`src/rtl/sram_access_ctrl.sv`:
```
// Sequencer/arbiter for the single shared SRAM port: row-cache read bursts and single
// output-word writes, driving the address calculator and a sticky wait-timeout flag.
module sram_access_ctrl #(
  parameter int unsigned WIDTH_BITS = 13,
  parameter int unsigned TIMEOUT    = 255
) (
  input  logic                  clk,
  input  logic                  rst,
  input  logic                  start,
  input  logic [WIDTH_BITS-1:0] image_width,
  input  logic                  row_req,
  input  logic                  out_req,
  input  logic                  sram_busy,
  output logic                  row_wr_en,
  output logic                  row_done,
  output logic                  out_ack,
  output logic                  sram_read_en,
  output logic                  sram_write_en,
  output logic                  calc_clear,
  output logic                  calc_mode,
  output logic                  calc_enable,
  output logic                  ctrl_busy,
  output logic                  timeout_err
);

  typedef enum logic [2:0] {
    StIdle,
    StClr,
    StRdIssue,
    StRdWait,
    StWrIssue,
    StWrWait,
    StRowEnd
  } state_e;

  // Last timer value before expiry: the TIMEOUT-th wait cycle abandons the access.
  localparam logic [7:0] TimeoutLast = 8'(TIMEOUT - 1);

  state_e                state_q, state_d;
  logic [WIDTH_BITS-1:0] row_cnt_q, row_cnt_d;
  logic [WIDTH_BITS-1:0] row_limit_q, row_limit_d;
  logic [WIDTH_BITS-1:0] row_cnt_inc;
  logic [7:0]            timer_q, timer_d;
  logic                  rr_q, rr_d;
  logic                  mode_q, mode_d;
  logic                  err_q, err_d;
  logic                  row_pend_q, row_pend_d;
  logic                  out_pend_q, out_pend_d;
  logic                  row_want, out_want, grant_row;

  // A request level still high in the cycle of its own done/ack is a fresh request,
  // so it is captured there rather than re-sampled later in IDLE.
  assign row_want    = row_req | row_pend_q;
  assign out_want    = out_req | out_pend_q;
  assign grant_row   = row_want & (~out_want | ~rr_q);
  assign row_cnt_inc = row_cnt_q + WIDTH_BITS'(1);

  always_ff @(posedge clk) begin
    if (rst) begin
      state_q     <= StIdle;
      row_cnt_q   <= '0;
      row_limit_q <= '0;
      timer_q     <= '0;
      rr_q        <= 1'b0;
      mode_q      <= 1'b0;
      err_q       <= 1'b0;
      row_pend_q  <= 1'b0;
      out_pend_q  <= 1'b0;
    end else begin
      state_q     <= state_d;
      row_cnt_q   <= row_cnt_d;
      row_limit_q <= row_limit_d;
      timer_q     <= timer_d;
      rr_q        <= rr_d;
      mode_q      <= mode_d;
      err_q       <= err_d;
      row_pend_q  <= row_pend_d;
      out_pend_q  <= out_pend_d;
    end
  end

  always_comb begin
    state_d     = state_q;
    row_cnt_d   = row_cnt_q;
    row_limit_d = row_limit_q;
    timer_d     = timer_q;
    rr_d        = rr_q;
    mode_d      = mode_q;
    err_d       = err_q;
    row_pend_d  = row_pend_q;
    out_pend_d  = out_pend_q;

    unique case (state_q)
      StIdle: begin
        if (start) begin
          state_d = StClr;
        end else if (grant_row) begin
          row_limit_d = image_width;
          row_cnt_d   = '0;
          mode_d      = 1'b1;
          row_pend_d  = 1'b0;
          state_d     = (image_width == '0) ? StRowEnd : StRdIssue;
        end else if (out_want) begin
          mode_d     = 1'b0;
          out_pend_d = 1'b0;
          state_d    = StWrIssue;
        end
      end
      StClr: state_d = StIdle;
      StRdIssue: begin
        timer_d = '0;
        state_d = StRdWait;
      end
      StRdWait: begin
        if (!sram_busy) begin
          row_cnt_d = row_cnt_inc;
          state_d   = (row_cnt_inc == row_limit_q) ? StRowEnd : StRdIssue;
        end else if (timer_q == TimeoutLast) begin
          err_d   = 1'b1;
          state_d = StIdle;
        end else begin
          timer_d = timer_q + 8'd1;
        end
      end
      StRowEnd: begin
        rr_d       = ~rr_q;
        row_pend_d = row_req;
        state_d    = StIdle;
      end
      StWrIssue: begin
        timer_d = '0;
        state_d = StWrWait;
      end
      StWrWait: begin
        if (!sram_busy) begin
          rr_d       = ~rr_q;
          out_pend_d = out_req;
          state_d    = StIdle;
        end else if (timer_q == TimeoutLast) begin
          err_d   = 1'b1;
          state_d = StIdle;
        end else begin
          timer_d = timer_q + 8'd1;
        end
      end
      default: state_d = StIdle;
    endcase
  end

  // Outputs are forced low while rst is high so a mid-burst reset emits no pulses.
  always_comb begin
    row_wr_en     = 1'b0;
    row_done      = 1'b0;
    out_ack       = 1'b0;
    sram_read_en  = 1'b0;
    sram_write_en = 1'b0;
    calc_clear    = 1'b0;
    calc_enable   = 1'b0;
    if (!rst) begin
      unique case (state_q)
        StClr:     calc_clear = 1'b1;
        StRdIssue: sram_read_en = 1'b1;
        StRdWait: begin
          if (!sram_busy) begin
            row_wr_en   = 1'b1;
            calc_enable = 1'b1;
          end
        end
        StRowEnd:  row_done = 1'b1;
        StWrIssue: sram_write_en = 1'b1;
        StWrWait: begin
          if (!sram_busy) begin
            out_ack     = 1'b1;
            calc_enable = 1'b1;
          end
        end
        default: ;
      endcase
    end
    calc_mode   = mode_q & ~rst;
    ctrl_busy   = (state_q != StIdle) & ~rst;
    timeout_err = err_q & ~rst;
  end

`ifndef SYNTHESIS
  a_enable_excl: assert property (@(posedge clk) disable iff (rst)
    !(calc_enable && (calc_clear || state_q == StIdle)));
  a_strobe_excl: assert property (@(posedge clk) disable iff (rst)
    !(sram_read_en && sram_write_en));
`endif

endmodule

```
`config.mk`:
```
export PLATFORM = sky130hd
export DESIGN_NAME = sram_access_ctrl
export DESIGN_NICKNAME = d
export VERILOG_FILES = /design/src/rtl/sram_access_ctrl.sv
export SDC_FILE = /design/constraint.sdc
export NUM_CORES = 1
export LEC_CHECK = 0
export BUFFER_PORTS_ARGS = -buffer_cell sky130_fd_sc_hd__buf_2
export CAP_MARGIN = 20
export CORE_MARGIN = 10
export CORE_UTILIZATION = 60
export DETAILED_ROUTE_END_ITERATION = 16
export GPL_ROUTABILITY_DRIVEN = 0
export PLACE_DENSITY_LB_ADDON = 0.25
export SYNTH_ARGS = -nofsm -noshare
export SYNTH_HDL_FRONTEND = slang
export SYNTH_SLANG_ARGS = --single-unit
```
`constraint.sdc`:
```
create_clock -name clk -period 4.3 [get_ports clk]
set_clock_uncertainty 0.2 [all_clocks]
set_input_delay 0.43 -clock clk [delete_from_list [all_inputs] [get_ports clk]]
set_output_delay 0.43 -clock clk [all_outputs]
set_load 0.05 [all_outputs]
```
* After elaboration in Yosys (flattened, before gate mapping)
Cells that the tools add are included.
** Word-level totals
- Memories :: 0
- Bits in writable memories :: 0
- Output and inout bits :: 10
- Input bits :: 19
- Latch bits :: 0
- Memory bits (read-only) :: 0
- Bits in registers :: 42
** Operators by class
- Shifts and indexed selects :: 0
- Multiplexer cells :: 42
- Equality and inequality tests :: 17
- Bitwise logic cells :: 11
- Div/mod/pow operators :: 0
- Multipliers :: 0
- Reduce and logical (&&, ||, !) cells :: 19
- Add/sub/neg operators :: 2
- Magnitude comparators :: 0
** Operators with widths (number)
- 2-to-1 mux 13 bit :: 3
- one-hot mux 13 bit (2 select lines) :: 1
- 2-to-1 mux 3 bit :: 8
- 2-to-1 mux 1 bit :: 23
- 2-to-1 mux 8 bit :: 2
- one-hot mux 8 bit (2 select lines) :: 1
- one-hot mux 3 bit (5 select lines) :: 1
- AND reduction 3 bit :: 5
- inequality test 2 bit (second input constant) :: 7
- adder 13 x 1 -> 13 bit (second input constant) :: 1
- == test 13 bit :: 1
- logical NOT 13 bit :: 1
- nonzero test 2 bit :: 6
- == test 3 bit (second input constant) :: 3
- adder 8 x 1 -> 8 bit (second input constant) :: 1
- == test 8 bit (second input constant) :: 1
- == test 3 x 2 -> 1 bit (second input constant) :: 2
- one-hot mux 1 bit (2 select lines) :: 3
- AND reduction 5 bit :: 1
- bitwise AND 1 bit :: 4
- inequality test 4 bit (second input constant) :: 1
- inverter 1 bit :: 4
- AND reduction 4 bit :: 1
- OR reduction 2 bit :: 2
- other kinds (6) :: 8

* Longest topological paths before layout
- Word-level depth :: 7
- Mapped depth :: 9
- Mapped depth without buffers :: 8

* Least setup slack after synthesis
No wires, ideal clock.
- Kind :: reg-to-output
- From :: reg state_q[0]
- To :: out calc_clear
- Path slack :: 1252 ps
- Path buffers :: 2
- Data arrival time :: 2418 ps
- Cell stages (with the launch flop) :: 4
- Data required time :: 3670 ps
- Cell sequence :: dfxtp_1 buf_4 clkbuf_1 nor4b_1
** Between the ends
- Cells in the longest elaborated chain, start to end :: 3
** Ends and longest elaborated chain
- from (decl) :: line 39 : state_e state_q, state_d;
- from (signal assigned) :: line 60 : state_q <= StIdle;
- from (signal assigned) :: line 70 : state_q <= state_d;
- == test 3 x 1 -> 1 bit :: line 160 : unique case (state_q)
- 2-to-1 mux 1 bit :: line 160
- 2-to-1 mux 1 bit :: line 159 : if (!rst) begin
- to (decl) :: line 19 : output logic calc_clear,
No other way between the ends.

* Worst setup path in the final report
- From :: reg state_q[0]
- To :: out calc_enable
** Between the ends
- Cells in the longest elaborated chain, start to end :: 4
** Ends and longest elaborated chain
- == test 3 bit or == test 3 x 2 -> 1 bit (tied branches) :: line 160
- OR reduction 2 bit (no source line) *
- 2-to-1 mux 1 bit *
- 2-to-1 mux 1 bit * :: line 159
- to (decl) :: line 21 : output logic calc_enable,
Mark *: on every way between the ends. The rest lies on a longest branch, timed or not.

==> out/results.env <==
REG2REG_TO='row_cnt_q[12]'
HTREEDEPTH=2
DRTPASS1ITERATIONS=4
CLK_SINKS=42
TIMING.RR.START='row_cnt_q[0]'
VIAS=2259
INTERNAL-POWER_W=0.000612
ROUTE.DETAILED.VIAS_PER_INST=5.96
FIN_SETUP_TNS_NS=0
CP-START-KIND='flip-flop'
IOS=29
SYN-INSTANCE-COUNT=316
SYNTH_SEQ_CELLS=42
WORST-SETUP-PATH-TYPE='reg2out'
WORST-R2R-CELL-COUNT=7
DESIGN.DIE.AREA_UM2=6950
FLOORPLAN.INITIALDENSITY_PCT=63.8
ACHIEVABLE-FREQUENCY_GHz=0.386
N_ANTENNA_CELL=0
FLOORPLAN.ROWS=22
SYNTH_FP_NETS=338
DRT_WL_TOTAL_UM=5530
SW_POWER_W=0.000223
CP-ENDPOINT='calc_enable'
TRITONCTS.NUM_BUFFERS=5
YS.WARNINGS.COUNT=0
TRANSITION_TIME_AT_THE_PIN_WITH_THE_LEAST_SLEW_MARGIN_NS=0.832
WORST_IR_DROP_VDD_mV=0.230
DETAIL_ROUTE.DRC_VIOLATIONS=0
POST_ROUTE_CELLS_DRIVE_ABOVE_1_SHARE_PCT=12.7
SYNTH-ASYNC-RESET-RATIO_PCT=0
YOSYS.CELL_TYPES.COUNT=51
NETLIST_TOP_CELLS_AREA='dfxtp_1 (35%), a21oi_1 (7.1%), nand2_1 (6.4%)'
P_CLK_SHARE_PCT=37.0
GRT_ANTENNA_BEFORE_REPAIR=0
MIN_PATH_TYPE='in2reg'
SYNTHESIZED_AREA_DIVIDED_BY_SYNTHESIZED_CELL_COUNT_UM2=7.62
SYNTH_ENABLE_FLOP_CELLS=0
SHARE_COMB_OF_TOTAL_POWER_PCT=12.8
CORE_AREA_UM2=3770
POST-PLACE-WS_NS=2.04
CTS_TREE='built'
YOSYS.AREA.TOP_TYPE_SHARE_PCT=34.9
CLK_LATENCY_NS=0.29
POST-CTS-SETUP-BUFFER-COUNT=0
POST-ROUTE-PERIOD-UTIL_PCT=60.2
PIN_COUNT_OF_THE_BIGGEST_NET_ENTERING_GLOBAL_ROUTING=49
STATIC-LEAKAGE-POWER_nW=0.938
FILL_CELLS=320
FINAL_ANTENNA_NET_COUNT=0
CRITPATHLAUNCH='state_q[0]'
SETUP.WORST_PATH.END_CLASS='output port'
FINAL_NETS=352
NUMBER_OF_GLOBAL_ROUTE_VIAS_BEFORE_REPAIR=2043
RSZ_0062_RAISED_AFTER_GLOBAL_ROUTING='no'
SWSHARE_PCT=26.7
SLEW_VIOL_FINAL=0
FIRST_ITER_VIOLATIONS=240
SYNTH.LARGEST_AREA_CELL='dfxtp_1'
GLOBAL_ROUTE.OVERFLOW_TOTAL=0
GRT_PASS1_WL_UM=9340
FLOP2FLOP_SETUP_SLACK_NS=2.01
WORST_EP_ARRIVAL_TIME_NS=1.96
CTS.REPAIR.RESIZED=0
NUMBER_OF_BUFFER_CELLS_ADDED_ON_PRIMARY_PORTS=28
POST_CTS_HOLD_BUFFER_COUNT=0
HPWLAFTERDP_UM=3760
MAXSLEWHEADROOM_PCT=44.5
HOLD_VIOL_FINAL=0
FINALSETUPVIOLCOUNT=0
CRIT_REQUIRED_NS=3.67
PWR_DENS_nW_PER_UM2=319
CRITPATHMAXFANOUT=22
MAIN_FLOP_TYPE_AFTER_SYNTHESIS='dfxtp_1'
CLK_TRANSITION_REPORTED_PATHS_NS=0.08
TRACK_USAGE_PCT=15.2
CTS_MAX_PATH_BUFFERS=2
FINAL.SETUP.WORST_SLACK_NS=1.71
SEQ_POWER_SHARE_PCT=50.2
DRT-WIRELENGTH-PER-CELL_UM=14.6
SEQ_AREA_FRAC_SYNTH_PCT=34.9
CTS_ROOT_BUFFER='clkbuf_8'
CELL_AREA_AFTER_SYNTHESIS_UM2=2410
FLOW.AREA_GROWTH_FROM_SYNTHESIS_PCT=8.84
STATUS='complete, no violations'
MAX_CAP_VIOL_COUNT=0
DIE_HEIGHT_UM=83.3
CHIPWIDTH_UM=83.3
MIN_PERIOD_NS=2.59
## critical path: stages, from the launching register on
cell and delay [ns]:
dfxtp_1 0.80, nand4bb_1 0.17, buf_4 0.24, a21oi_1 0.17
buf_2 0.29
## kinds of logic after synthesis
logic type	after synthesis	share of synthesized area, %
and+or+nand+nor	144	30.5
AOI/OAI and AO/OA	78	19.1
DFF	42	34.9
buffers and inverters	25	4.83
xor gates and xnor gates	23	8.68
adders and majority gates	3	1.56
muxes	1	0.416
## state kept, by name (all words and copies together) (netlist names)
register     flops
timer_q          8
rr_q             1
row_pend_q       1
row_limit_q     13
row_cnt_q       13
mode_q           1
state_q          3
err_q            1
out_pend_q       1
## synth_stat cells, types with 2 or more instances
cell and number:
dfxtp_1 42, nand2_1 41, nor2_1 35, a21oi_1 34, o21ai_1 14, clkbuf_1 12, xnor2_1 12, xor2_1 10
a31oi_1 8, nand3_1 8, nor3_1 8, nand4_1 7, buf_2 6, o21ai_0 6, nor2b_1 5, nor4_1 5
and2_1 4, nand3b_1 4, or3_1 4, and3_1 3, and4_1 3, ha_1 3, inv_1 3, nand2b_1 3
nor4b_1 3, o211ai_1 3, a211oi_1 2, a22oi_1 2, buf_4 2, nor3b_1 2, o21bai_1 2
## per-stage QoR
stage	hold slack (ns)	utilization, %	area (µm²)	total power (W)	instances
after CTS	0.174	69.5	2620	0.000841	379
final	0.182	69.5	2620	0.000835	379
after global routing	0.189	69.5	2620	0.000871	379
after global placement	0.242	66.6	2510	0.000532	371
after detailed placement	0.262	66.6	2510	0.000533	371
after floorplan	0.232	-	2410	0.000507	316
## per-layer routing
| metal | global-route usage [%] | vias up | part of all wire (%) |
|---|---|---|---|
| met5 | 0 | - | 0 |
| li1 | - | 1138 | - |
| met3 | 3.81 | 6 | 6.0 |
| met2 | 23.3 | 75 | 44 |
| met4 | 4.00 | 0 | 1.2 |
| met1 | 20.6 | 1040 | 49 |
## cell type report
| class | count | area, µm² | area share [%] |
|---|---|---|---|
| multi-input cells | 249 | 1450 | 55.3 |
| inverters | 3 | 11.3 | 0.430 |
| well taps | 48 | 60.1 | 2.29 |
| clock inverters | 2 | 37.5 | 1.43 |
| clock buffers | 6 | 72.6 | 2.77 |
| flip-flops and latches | 42 | 841 | 32.1 |
| repair buffers | 29 | 148 | 5.64 |
## layout by cell type, fill, tap and decap left out, types with 5 or more instances in the layout
cell type and n:
a21oi_1 34, a31oi_1 8, buf_2 28, clkbuf_8 5, dfxtp_1 42, nand2_1 41, nand3_1 8, nand4_1 7
nor2_1 35, nor2b_1 5, nor3_1 8, nor4_1 5, o21ai_0 6, o21ai_1 14, xnor2_1 12, xor2_1 10
## worst min-delay path by stage
stage / startpoint / to / slack (ns) / cells after the start
global route: image_width[10] / row_limit_q[10] / 0.19 / 3
floorplan: err_q / err_q / 0.23 / 2
finish: image_width[7] / row_limit_q[7] / 0.18 / 3
global placement: err_q / err_q / 0.24 / 2
CTS: image_width[8] / row_limit_q[8] / 0.17 / 3
detailed placement: row_limit_q[12] / row_limit_q[12] / 0.26 / 2
## power by group through the flow
stage | sequential, W | combinational (W) | clock [W]
after floorplan | 0.000414 | 0.0000926 | 0
after global placement | 0.000428 | 0.000105 | 0
after detailed placement | 0.000428 | 0.000105 | 0
after CTS | 0.000419 | 0.000106 | 0.000316
after global routing | 0.000422 | 0.000118 | 0.000332
final | 0.000419 | 0.000107 | 0.000309
No activity file was read; power rests on OpenSTA's default activity.
